--- src/rtl/mem_arbiter_pkg.sv ---
// rtl/mem_arbiter_pkg.sv - shared FSM state and owner codes for the memory arbiter
package mem_arbiter_pkg;

    typedef enum logic [1:0] {
        ARB_IDLE  = 2'd0,
        ARB_ISSUE = 2'd1,
        ARB_WAIT  = 2'd2,
        ARB_ACK   = 2'd3
    } arb_state_e;

    localparam logic OWNER_FETCH = 1'b0;
    localparam logic OWNER_DATA  = 1'b1;

    // Wide enough for the largest legal read latency of 15.
    localparam int CNT_WIDTH = 4;

endpackage

--- src/rtl/mem_arb_select.sv ---
// rtl/mem_arb_select.sv - picks the winner between fetch and data requests
// MEM_ARB_ROUND_ROBIN_EN: alternate on contention using last_owner_i; otherwise data wins.
module mem_arb_select
    import mem_arbiter_pkg::*;
(
    input  logic if_req_i,
    input  logic d_req_i,
`ifdef MEM_ARB_ROUND_ROBIN_EN
    input  logic last_owner_i,
`endif
    output logic req_any_o,
    output logic winner_o
);

    assign req_any_o = if_req_i | d_req_i;

    always_comb begin
        winner_o = OWNER_FETCH;
`ifdef MEM_ARB_ROUND_ROBIN_EN
        if (if_req_i && d_req_i) begin
            winner_o = ~last_owner_i;
        end else if (d_req_i) begin
            winner_o = OWNER_DATA;
        end
`else
        if (d_req_i) begin
            winner_o = OWNER_DATA;
        end
`endif
    end

endmodule

--- src/rtl/mem_arbiter.sv ---
// rtl/mem_arbiter.sv - single-port memory arbiter between instruction fetch and load/store
// MEM_ARB_ROUND_ROBIN_EN: builds the last-owner register for alternating grants.
module mem_arbiter
    import mem_arbiter_pkg::*;
#(
    parameter int ADDR_WIDTH  = 16,
    parameter int DATA_WIDTH  = 16,
    parameter int MEM_LATENCY = 1
) (
    input  logic                  clock,
    input  logic                  reset_n,
    input  logic                  if_req,
    input  logic [ADDR_WIDTH-1:0] if_addr,
    output logic                  if_ack,
    output logic [DATA_WIDTH-1:0] if_rdata,
    input  logic                  d_req,
    input  logic                  d_we,
    input  logic [ADDR_WIDTH-1:0] d_addr,
    input  logic [DATA_WIDTH-1:0] d_wdata,
    output logic                  d_ack,
    output logic [DATA_WIDTH-1:0] d_rdata,
    output logic                  mem_en,
    output logic                  mem_we,
    output logic [ADDR_WIDTH-1:0] mem_addr,
    output logic [DATA_WIDTH-1:0] mem_wdata,
    input  logic [DATA_WIDTH-1:0] mem_rdata,
    output logic                  busy,
    output logic                  owner
);

    localparam logic [CNT_WIDTH-1:0] LAT_CNT = CNT_WIDTH'(MEM_LATENCY);
    localparam logic [CNT_WIDTH-1:0] CNT_ONE = CNT_WIDTH'(1);

    arb_state_e            state_q, state_d;
    logic [CNT_WIDTH-1:0]  cnt_q, cnt_d;
    logic                  owner_q, owner_d;
    logic [ADDR_WIDTH-1:0] addr_q, addr_d;
    logic                  we_q, we_d;
    logic [DATA_WIDTH-1:0] wdata_q, wdata_d;
    logic [DATA_WIDTH-1:0] if_rdata_q, if_rdata_d;
    logic [DATA_WIDTH-1:0] d_rdata_q, d_rdata_d;
    logic                  req_any;
    logic                  winner;
`ifdef MEM_ARB_ROUND_ROBIN_EN
    logic                  last_q, last_d;
`endif

    mem_arb_select u_select (
        .if_req_i     (if_req),
        .d_req_i      (d_req),
`ifdef MEM_ARB_ROUND_ROBIN_EN
        .last_owner_i (last_q),
`endif
        .req_any_o    (req_any),
        .winner_o     (winner)
    );

    always_comb begin
        state_d    = state_q;
        cnt_d      = cnt_q;
        owner_d    = owner_q;
        addr_d     = addr_q;
        we_d       = we_q;
        wdata_d    = wdata_q;
        if_rdata_d = if_rdata_q;
        d_rdata_d  = d_rdata_q;
`ifdef MEM_ARB_ROUND_ROBIN_EN
        last_d     = last_q;
`endif
        case (state_q)
            ARB_IDLE: begin
                if (req_any) begin
                    state_d = ARB_ISSUE;
                    owner_d = winner;
`ifdef MEM_ARB_ROUND_ROBIN_EN
                    last_d  = winner;
`endif
                    if (winner == OWNER_DATA) begin
                        addr_d  = d_addr;
                        we_d    = d_we;
                        wdata_d = d_wdata;
                    end else begin
                        addr_d  = if_addr;
                        we_d    = 1'b0;
                    end
                end
            end
            ARB_ISSUE: begin
                cnt_d   = LAT_CNT;
                state_d = ARB_WAIT;
            end
            ARB_WAIT: begin
                cnt_d = cnt_q - CNT_ONE;
                // Counter reaching zero on this edge is the edge mem_rdata is valid.
                if (cnt_q == CNT_ONE) begin
                    state_d = ARB_ACK;
                    if (!we_q) begin
                        if (owner_q == OWNER_DATA) begin
                            d_rdata_d = mem_rdata;
                        end else begin
                            if_rdata_d = mem_rdata;
                        end
                    end
                end
            end
            ARB_ACK: begin
                state_d = ARB_IDLE;
            end
            default: begin
                state_d = ARB_IDLE;
            end
        endcase
    end

    always_ff @(posedge clock) begin
        if (!reset_n) begin
            state_q    <= ARB_IDLE;
            cnt_q      <= '0;
            owner_q    <= OWNER_FETCH;
            addr_q     <= '0;
            we_q       <= 1'b0;
            wdata_q    <= '0;
            if_rdata_q <= '0;
            d_rdata_q  <= '0;
`ifdef MEM_ARB_ROUND_ROBIN_EN
            last_q     <= OWNER_DATA;
`endif
        end else begin
            state_q    <= state_d;
            cnt_q      <= cnt_d;
            owner_q    <= owner_d;
            addr_q     <= addr_d;
            we_q       <= we_d;
            wdata_q    <= wdata_d;
            if_rdata_q <= if_rdata_d;
            d_rdata_q  <= d_rdata_d;
`ifdef MEM_ARB_ROUND_ROBIN_EN
            last_q     <= last_d;
`endif
        end
    end

    assign mem_en    = (state_q == ARB_ISSUE);
    assign if_ack    = (state_q == ARB_ACK) && (owner_q == OWNER_FETCH);
    assign d_ack     = (state_q == ARB_ACK) && (owner_q == OWNER_DATA);
    assign busy      = (state_q != ARB_IDLE);
    assign owner     = owner_q;
    assign mem_addr  = addr_q;
    assign mem_we    = we_q;
    assign mem_wdata = wdata_q;
    assign if_rdata  = if_rdata_q;
    assign d_rdata   = d_rdata_q;

endmodule

--- config.mk ---
export PLATFORM = sky130hd
export DESIGN_NAME = mem_arbiter
export DESIGN_NICKNAME = d
export VERILOG_FILES = /design/src/rtl/mem_arbiter_pkg.sv /design/src/rtl/mem_arb_select.sv /design/src/rtl/mem_arbiter.sv
export SDC_FILE = /design/constraint.sdc
export NUM_CORES = 1
export LEC_CHECK = 0
export ABC_AREA = 1
export CAP_MARGIN = 10
export CORE_ASPECT_RATIO = 1.1
export CORE_MARGIN = 8
export CORE_UTILIZATION = 40
export CTS_CLUSTER_SIZE = 40
export DETAILED_ROUTE_END_ITERATION = 10
export GPL_TIMING_DRIVEN = 0
export MAX_ROUTING_LAYER = met4
export PLACE_DENSITY = 0.78
export SYNTH_ARGS = -nofsm -noshare
export SYNTH_HDL_FRONTEND = slang
export SYNTH_SLANG_ARGS = --single-unit
--- constraint.sdc ---
create_clock -name clock -period 1.7 [get_ports clock]
set_clock_uncertainty 0.15 [all_clocks]
set_input_delay 0.255 -clock clock [delete_from_list [all_inputs] [get_ports clock]]
set_output_delay 0.255 -clock clock [all_outputs]
set_load 0.05 [all_outputs]
==> qor.csv, run 1 <==
metric,value,unit
Clock Path Buffers,2,
Vert. Die Dim,107,um
DR vias,3145,
Yosys top cell by area,dfxtp_1,
Pins Over Slew Limit,0,
gpl congestion,0.808,
Max-Slew Margin vs Limit,64.2,%
main flop type after synthesis,dfxtp_1,
Commonest cells post-synth,"nor2_1 (134), nand2_1 (124), dfxtp_1 (72)",
Tightest Hold Check Type,primary input to flip-flop,
Post-route DRC,0,
vias in the first global route,3257,
critical path type,flip-flop to primary output,
share of cells above drive strength 1,8.59,%
Initial Util,40.8,%
ys async rst share,0,%
register area,1450,um^2
Power Density,1480,nW/um^2
compound-cell area share of the yosys netlist,7.76,%
placed cell areas,4500,um^2
crit path DAT,1240,ps
DIE WIDTH,98.8,um
Critical Path RT,1290,ps
Synth Warn #,0,
Final Util,63.5,%
Internal Power,3910,uW
CTS buffer count,9,
type of origin of the critical path,flip-flop,
first-pass GRT wire length,15000,um
final WL,9240,um
Reg2Reg Depth,8,
"Seq/Total Area, Yosys",47.8,%
Synth area leaders,"dfxtp_1 (48%), nor2_1 (17%), nand2_1 (15%)",
simple-gate share of the synthesized area,34.1,%
slew at the pin closest to its max-slew limit,539,ps
clock share of power,21.0,%
total clock sinks,72,
Tmin final,1640,ps
grt total ovfl,0,
ant diodes,0,
Synth Register Bits,72,
"Reg clk slew, reported paths",80,ps
Synth top area share,47.8,%
initial antenna violation count,0,
Via-to-Cell Ratio,4.62,
Critical Path Fanout Max,2,
Worst Setup End Kind,primary output,
"count leader, synth",nor2_1,
CP peak stage delay,530,ps
final period utilization,96.6,%
WP buf/inv,1,
Root Driver,clkbuf_8,
Synth Area in XOR/XNOR,0,%
reg2reg setup slack,130,ps
hold_buf cts,0,
sequential power share,32.6,%
Synth Net Count,514,
multi-input logic area,1370,um^2
number of synthesized flops with an enable pin,0,
fill cell count,707,
run status,completed,
input/output buffers,137,
Synth cell types,20,
Sw Share,43.5,%
hold depth,3,
Finished Layout Cells,681,
Detail Route Antenna Nets,0,
CP cell instances,clkdlybuf4s15_1,
Leakage,0.00231,uW
Synth Instances,439,
Post-DP HPWL,7350,um
die area,10600,um^2
TritonRoute pass-1 iters,4,
placed cells,663,
max_cap viols,0,
"Hold Vio Cnt, Final",0,
area of the core,7390,um^2
average cell area after synthesis,6.87,um^2
htree depth,3,
r2r startpoint,state_q[1],
peak supply drop,0.861,mV
Post-Synth Adder-Cell Area,2.49,%
Worst Hold End,mem_wdata[1],
setup violators final,0,
initial drt markers,88,
Worst Hold Launch,reset_n,
Min Hold Slack,81.7,ps
Reg2Reg Capture Point,mem_addr[6],
max frequency,0.609,GHz
FP Rows,33,
Crit-path slowest cell,clkdlybuf4s15_1,
drt wl/cell,13.6,um
combinational share of power,46.4,%
mux cell area share after synthesis,0,%
largest family of logic cells by synthesized area,simple AND/OR/NAND/NOR gates,
"Design Area, Final",4690,um^2
later-pin clock latency in the skew report,340,ps
CTS tree,yes,
Global Route Usage Sum,18.3,%
largest net degree at the start of global routing,13,
Area growth syn-to-layout,55.5,%
Top delay family on crit path,buffers and inverters,
sw power,3010,uW
I/O Pins,139,
NumNets Final,664,
Synth Cell Area,3020,um^2
[worst max path at each step]
stage | end | slack [ps] | start | cells after the start
2_1_floorplan | if_ack | 60 | owner | 1
3_3_place_gp | busy | -340 | state_q[1] | 4
3_5_place_dp | busy | -370 | state_q[0] | 4
4_1_cts | busy | -20 | state_q[0] | 4
5_1_grt | if_ack | -10 | state_q[1] | 4
6_report | mem_addr[6] | 60 | mem_addr[6] | 1
[cell type report]
type	count	area share, %
inverters	29	2.32
clock inverters	5	1.73
well taps	87	2.32
plain buffers	20	2.77
clock buffers	11	2.80
flip-flops and latches	72	30.8
multi-input cells	318	29.3
repair buffers	139	27.9
[cell families (layout without fill, tap and decap cells)]
group                    after synthesis  count (layout)
flip-flops                            72              72
adder cells (fa/ha/maj)                6               6
AND/OR/NAND/NOR                      268             268
buffers and inverters                 49             204
AO/OA/AOI/OAI                         44              44
[state kept, by name (all words and copies together), names as in the netlist]
signal and flops:
mem_wdata 16, state_q 2, if_rdata 16, mem_we 1
owner 1, mem_addr 16, d_rdata 16, cnt_q 4
[per-stage QoR]
step	TNS (ps)	total power, uW	worst slack (ps)
CTS	-16.1	6830	-16.1
detailed placement	-3930	5550	-368
floorplan	0	4450	60.8
finish	0	6920	58.1
global placement	-2970	5490	-341
global route	-11.3	7350	-11.3
[placed cells by master, fill, tap and decap left out, types with 2 or more instances in the layout]
| cell type | count |
|---|---|
| dlygate4sd2_1 | 60 |
| nor3_1 | 2 |
| buf_6 | 4 |
| buf_2 | 3 |
| clkdlybuf4s15_1 | 4 |
| clkbuf_1 | 8 |
| inv_1 | 25 |
| dfxtp_1 | 70 |
| inv_2 | 4 |
| nor2_1 | 133 |
| ha_4 | 2 |
| nand2_1 | 123 |
| ha_1 | 3 |
| buf_4 | 11 |
| nand3_1 | 2 |
| clkdlybuf4s50_1 | 67 |
| nor2_2 | 3 |
| o21ai_0 | 34 |
| and3_1 | 2 |
| a21oi_1 | 8 |
| clkbuf_8 | 10 |
| bufinv_16 | 2 |
[power by group through the flow]
| stage | clock network [uW] | logic, uW | registers [uW] |
|---|---|---|---|
| 6_report | 1450 | 3210 | 2260 |
| 5_1_grt | 1560 | 3490 | 2290 |
| 4_1_cts | 1480 | 3100 | 2250 |
| 3_5_place_dp | 0 | 3270 | 2280 |
| 3_3_place_gp | 0 | 3220 | 2270 |
| 2_1_floorplan | 0 | 1200 | 3250 |
[metal layers]
layer	track usage [%]	wire length, um	up-vias
met5	-	0	-
met4	6.59	123	0
met3	9.14	1020	11
met2	29.5	4180	130
met1	19.0	3910	1368
li1	-	-	1636
[timing repair]
item | in CTS | in global routing
buffers inserted | 0 | 2
endpoints found under the hold margin | 0 | 0
endpoints found under the setup margin | 81 | 47
pin swaps | 0 | 0
resized for setup | 100 | 17
Note: power is estimated with default switching activity, not from simulation.
==> run 2: changes to the inputs <==
CTS_CLUSTER_SIZE = 16   (was 40)
==> results of run 2 <==
Same layout as run 1: the final DEF is identical, and so are final timing and power.
==> RTL edit 1 (config.mk and constraints of run 2) <==
The package constant `CNT_WIDTH` goes from 4 to 3.
--- a/src/rtl/mem_arbiter_pkg.sv
+++ b/src/rtl/mem_arbiter_pkg.sv
@@ -12,7 +12,7 @@
     localparam logic OWNER_DATA  = 1'b1;
 
     // Wide enough for the largest legal read latency of 15.
-    localparam int CNT_WIDTH = 4;
+    localparam int CNT_WIDTH = 3;
 
 endpackage
 
Check against the original RTL: no difference found for any inputs over 10 cycles, from zero or initial values and one cycle with reset_n low; that may be too few to reach the edited logic, so the function may still have changed.
==> RTL edit 1 against run 2 <==
Total power fell by 0.96%. First-iteration DRC count rose by 1.1%. Routed wire length rose by 1.6%. Critical path depth rose by 3. Setup slack got worse by 0.017 ns. Final area rose by 2.8%. Synthesized area rose by 5.8%. Sequential cell count fell by 1. Highest routed layer unchanged. Non-clock buffer count rose by 2.
==> RTL edit 1: results (changes against run 2) <==
| Metric | Value |
|---|---|
| Leak | 2.46 nW (+6.3%) |
| HP Class | primary input to register |
| Htree depth | 3 (unchanged) |
| Worst Hold Path EP | mem_addr[0] |
| Seq/Total Area, Yosys | 0.445 (-0.0325) |
| Clock latency at the later pin of the worst-skew pair | 0.35 ns |
| Reg2reg end | mem_addr[7] |
| Worst Hold Launch | d_req |
| Total number of yosys warnings | 0 (unchanged) |
| IO Port Bufs | 136 (-0.73%) |
| Gate Count Post-Synth | 461 (+5.0%) |
| Root buf cell | clkbuf_8 |
| Clock buffer count from CTS | 9 (unchanged) |
| Post-synth cell types | 25 (+25%) |
| Worst hold slack | 0.147 ns (+0.0649 ns) |
| Maximum fanout along the worst path | 5 (+3) |
| Maximum VDD drop | 0.758 mV (-12%) |
| CTS-repair resized insts | 98 (-2.0%) |
| WL final | 9390 um (+1.6%) |
| Worst r2r src | state_q[1] |
| CP max stage cell | dfxtp_4 |
| Prevailing post-synth register cell | dfxtp_1 |
| Register-to-register setup slack | 0.10 ns (-0.03 ns) |
| Share of cells above drive strength 1 | 0.0896 (+0.00372) |
| Gr usage total | 0.170 (-0.0131) |
| Largest net degree at the start of global routing | 12 (-1) |
| DRT iter0 DRCs | 89 (+1.1%) |
| Initial DRT Pass Iterations | 4 (unchanged) |
| Antenna violations before repair | 0 (unchanged) |
| Crit-path max cell delay | 0.37 ns (-0.16 ns) |
| Routed Antenna Nets | 0 (unchanged) |
| Number of cells on the worst hold path | 5 (+2) |
| Relative slew slack | 0.649 (+0.00713) |
| Reg2Reg Depth | 7 (-1) |
| Post-synth top cells | nor2_1 (133), nand2_1 (78), dfxtp_1 (71), inv_1 (61), o21ai_0 (41) |
| Vias per cell | 4.53 (-1.8%) |
| Vias in the first global route | 3098 (-4.9%) |
| Nets | 686 (+3.3%) |
| Cell Area, Placed | 4700 um2 (+4.6%) |
| Synth top area cells | dfxtp_1 (45%), nor2_1 (16%), nand2_1 (9.2%), inv_1 (7.2%), o21ai_0 (6.4%) |
| Post-CTS Setup Inserts | 0 (unchanged) |
| Critical Path AT | 1.25 ns |
| Post-Syn Nets | 538 (+4.7%) |
| Longest Clk Path Bufs | 2 (unchanged) |
| Antenna Cells | 0 (unchanged) |
| Fin cells | 722 (+6.0%) |
| Core box area | 7830 um2 (+5.9%) |
| Cells after DPL | 705 (+6.3%) |
| DP HPWL | 7390 um (+0.54%) |
| First-pass GRT wire length | 14500 um (-3.9%) |
| Status | finished, final reports clean |
| Clk slew on worst S/H paths | 0.08 ns (about the same) |
| Post-synth ARST share | 0 (unchanged) |
| RePlAce Congestion | 0.816 (+1.0%) |
RTL edit 1: cell type report:
cell class / count / area [um2]
inverter: 62 / 239
sequential: 71 / 1430
fill: 764 / 3010
clock inverter: 3 / 17.5
clock buffer: 13 / 159
timing repair buffer: 137 / 1280
tap: 108 / 135
multi-input combinational: 304 / 1420
buffer: 24 / 141
RTL edit 1: worst max path at each step:
stage | end | slack (ns) | from | cells past startpoint
final | busy | 0.04 | state_q[1] | 4
after global routing | busy | -0.006 | state_q[1] | 4
after CTS | busy | 0.003 | state_q[0] | 4
after detailed placement | busy | -0.32 | state_q[0] | 4
after global placement | busy | -0.32 | state_q[1] | 4
after floorplan | mem_addr[10] | 0.005 | state_q[0] | 7
RTL edit 1: logic make-up after synthesis:
logic type | synth area share
AND/OR/NAND/NOR | 0.315
AO/OA/AOI/OAI | 0.0933
buffers and inverters | 0.115
flip-flops | 0.445
adder cells (fa/ha/maj) | 0.0314
RTL edit 1: layer usage:
layer | GRT usage | share of wire | wire [um]
met5 | - | 0 | 0
met4 | 0.0863 | 0.026 | 241
met3 | 0.0418 | 0.062 | 584
met2 | 0.283 | 0.49 | 4600
met1 | 0.186 | 0.42 | 3960
RTL edit 1: where the power goes:
group / total [mW] / switching, mW / internal (mW)
Sequential: 2.27 / 0.225 / 2.04
Clock: 1.22 / 0.619 / 0.606
Combinational: 3.36 / 2.35 / 1.02
Total: 6.85 / 3.19 / 3.66
RTL edit 1: critical path: cells and delay by family (launching register included):
family,cells,cell delay (ns)
adder cells (fa/ha/maj),1,0.17
buffers and inverters,3,0.36
flip-flops,1,0.37
RTL edit 1: metrics by stage:
step	worst slack (ns)	TNS [ns]
floorplan	0.00456	0
global placement	-0.319	-1.02
detailed placement	-0.325	-1.41
CTS	0.00287	0
global route	-0.00643	-0.00643
finish	0.0410	0
==> RTL edit 2 (flow settings as in run 2) <==
Without the edit above. Take the reset off `d_rdata_q` and load it in a clocked block of its own.
--- a/src/rtl/mem_arbiter.sv
+++ b/src/rtl/mem_arbiter.sv
@@ -121,7 +121,6 @@
             we_q       <= 1'b0;
             wdata_q    <= '0;
             if_rdata_q <= '0;
-            d_rdata_q  <= '0;
 `ifdef MEM_ARB_ROUND_ROBIN_EN
             last_q     <= OWNER_DATA;
 `endif
@@ -133,11 +132,14 @@
             we_q       <= we_d;
             wdata_q    <= wdata_d;
             if_rdata_q <= if_rdata_d;
-            d_rdata_q  <= d_rdata_d;
 `ifdef MEM_ARB_ROUND_ROBIN_EN
             last_q     <= last_d;
 `endif
         end
+    end
+
+    always_ff @(posedge clock) begin
+        d_rdata_q <= d_rdata_d;
     end
 
     assign mem_en    = (state_q == ARB_ISSUE);
Function: differs if reset_n is asserted again (counterexample within 4 cycles, from zero or initial values and one cycle with reset_n low); with reset_n held inactive, the same outputs for 10 cycles.
==> RTL edit 2 against run 2 <==
Sequential cell count stayed put. Total power is 4.1% lower. Combinational power is 4% lower. Setup slack better by 0.0032 ns. Synthesized area is 3.9% lower. Clock power is 12% lower. Non-clock buffer count is 5 lower. Critical endpoint is now d_ack. Routed wire length is 13% lower. Final area is 2.9% lower. Critical path type unchanged. First-iteration DRC count stayed put.
==> RTL edit 2: results (changes against run 2) <==
| Metric | Value |
|---|---|
| M3 GR Usage | 0.0431 (-0.0483) |
| Flop pwr share | 0.345 (+0.019) |
| Vias per cell | 4.53 (-1.8%) |
| Worst hold slack | 0.148 ns (+0.0661 ns) |
| Relative slew slack | 0.649 (+0.00655) |
| Wire length on met1 | 3720 um (-4.8%) |
| Crit-path leading delay family | flip-flops |
| Int Pwr | 3.74 mW (-4.3%) |
| End of the critical path | d_ack |
| Post-synth top cells | nor2_1 (102), nand2_1 (93), dfxtp_1 (56), o21ai_0 (34), inv_1 (28) |
| CP max stage cell | dfxtp_2 |
| Vias in the first global route | 2829 (-13%) |
| Final min period | 1.64 ns (-0.00324 ns) |
| Cell Area, Placed | 4410 um2 (-2.0%) |
| Reg2Reg Depth | 9 (+1) |
| Maximum VDD drop | 0.933 mV (+8.4%) |
| First-pass GRT wire length | 13400 um (-11%) |
| Routed wl met3 | 507 um (-50%) |
| M1 GR Usage | 0.191 (+0.000723) |
| Gr usage total | 0.164 (-0.0195) |
| Fin cells | 610 (-10%) |
| Maximum fanout along the worst path | 4 (+2) |
| Mean post-synth cell area | 7.81 um2 (+14%) |
| Status | finished, final reports clean |
| Grt met2 use | 0.260 (-0.0343) |
| Fillers | 632 (-11%) |
| Met2 WL post-DR | 3630 um (-13%) |
| Largest net degree at the start of global routing | 17 (+4) |
| Synth top area cells | dfxtp_1 (39%), edfxtp_1 (17%), nor2_1 (13%), nand2_1 (12%), o21ai_0 (5.9%) |
| Worst r2r src | cnt_q[1] |
| Share of cells above drive strength 1 | 0.0895 (+0.00367) |
| Crit-path max cell delay | 0.38 ns (-0.15 ns) |
| RePlAce Congestion | 0.788 (-2.4%) |
| Post-synth cell types | 22 (+10%) |
RTL edit 2: area by class of cell:
| type | count | area [um2] | share of cell area |
|---|---|---|---|
| clock inverter | 6 | 60.1 | 0.0132 |
| tap | 85 | 106 | 0.0234 |
| inverter | 30 | 113 | 0.0247 |
| timing repair buffer | 138 | 1300 | 0.286 |
| clock buffer | 10 | 128 | 0.0280 |
| sequential | 72 | 1610 | 0.353 |
| buffer | 16 | 104 | 0.0228 |
| multi-input combinational | 253 | 1140 | 0.250 |
RTL edit 2: timing repair:
action,4_1_cts,5_1_grt
hold buffers,0,0
gates resized for setup,93,13
endpoints found under the hold margin,0,0
setup buffers,1,0
pin swaps,1,0
endpoints found under the setup margin,97,20
RTL edit 2: kinds of logic (layout without fill, tap and decap cells):
group	Yosys count	after routing	synth area share
fa+ha+maj	6	6	0.0259
simple gates	203	203	0.269
flops	72	72	0.552
compound gates	44	44	0.0807
buf+inv	46	200	0.0716
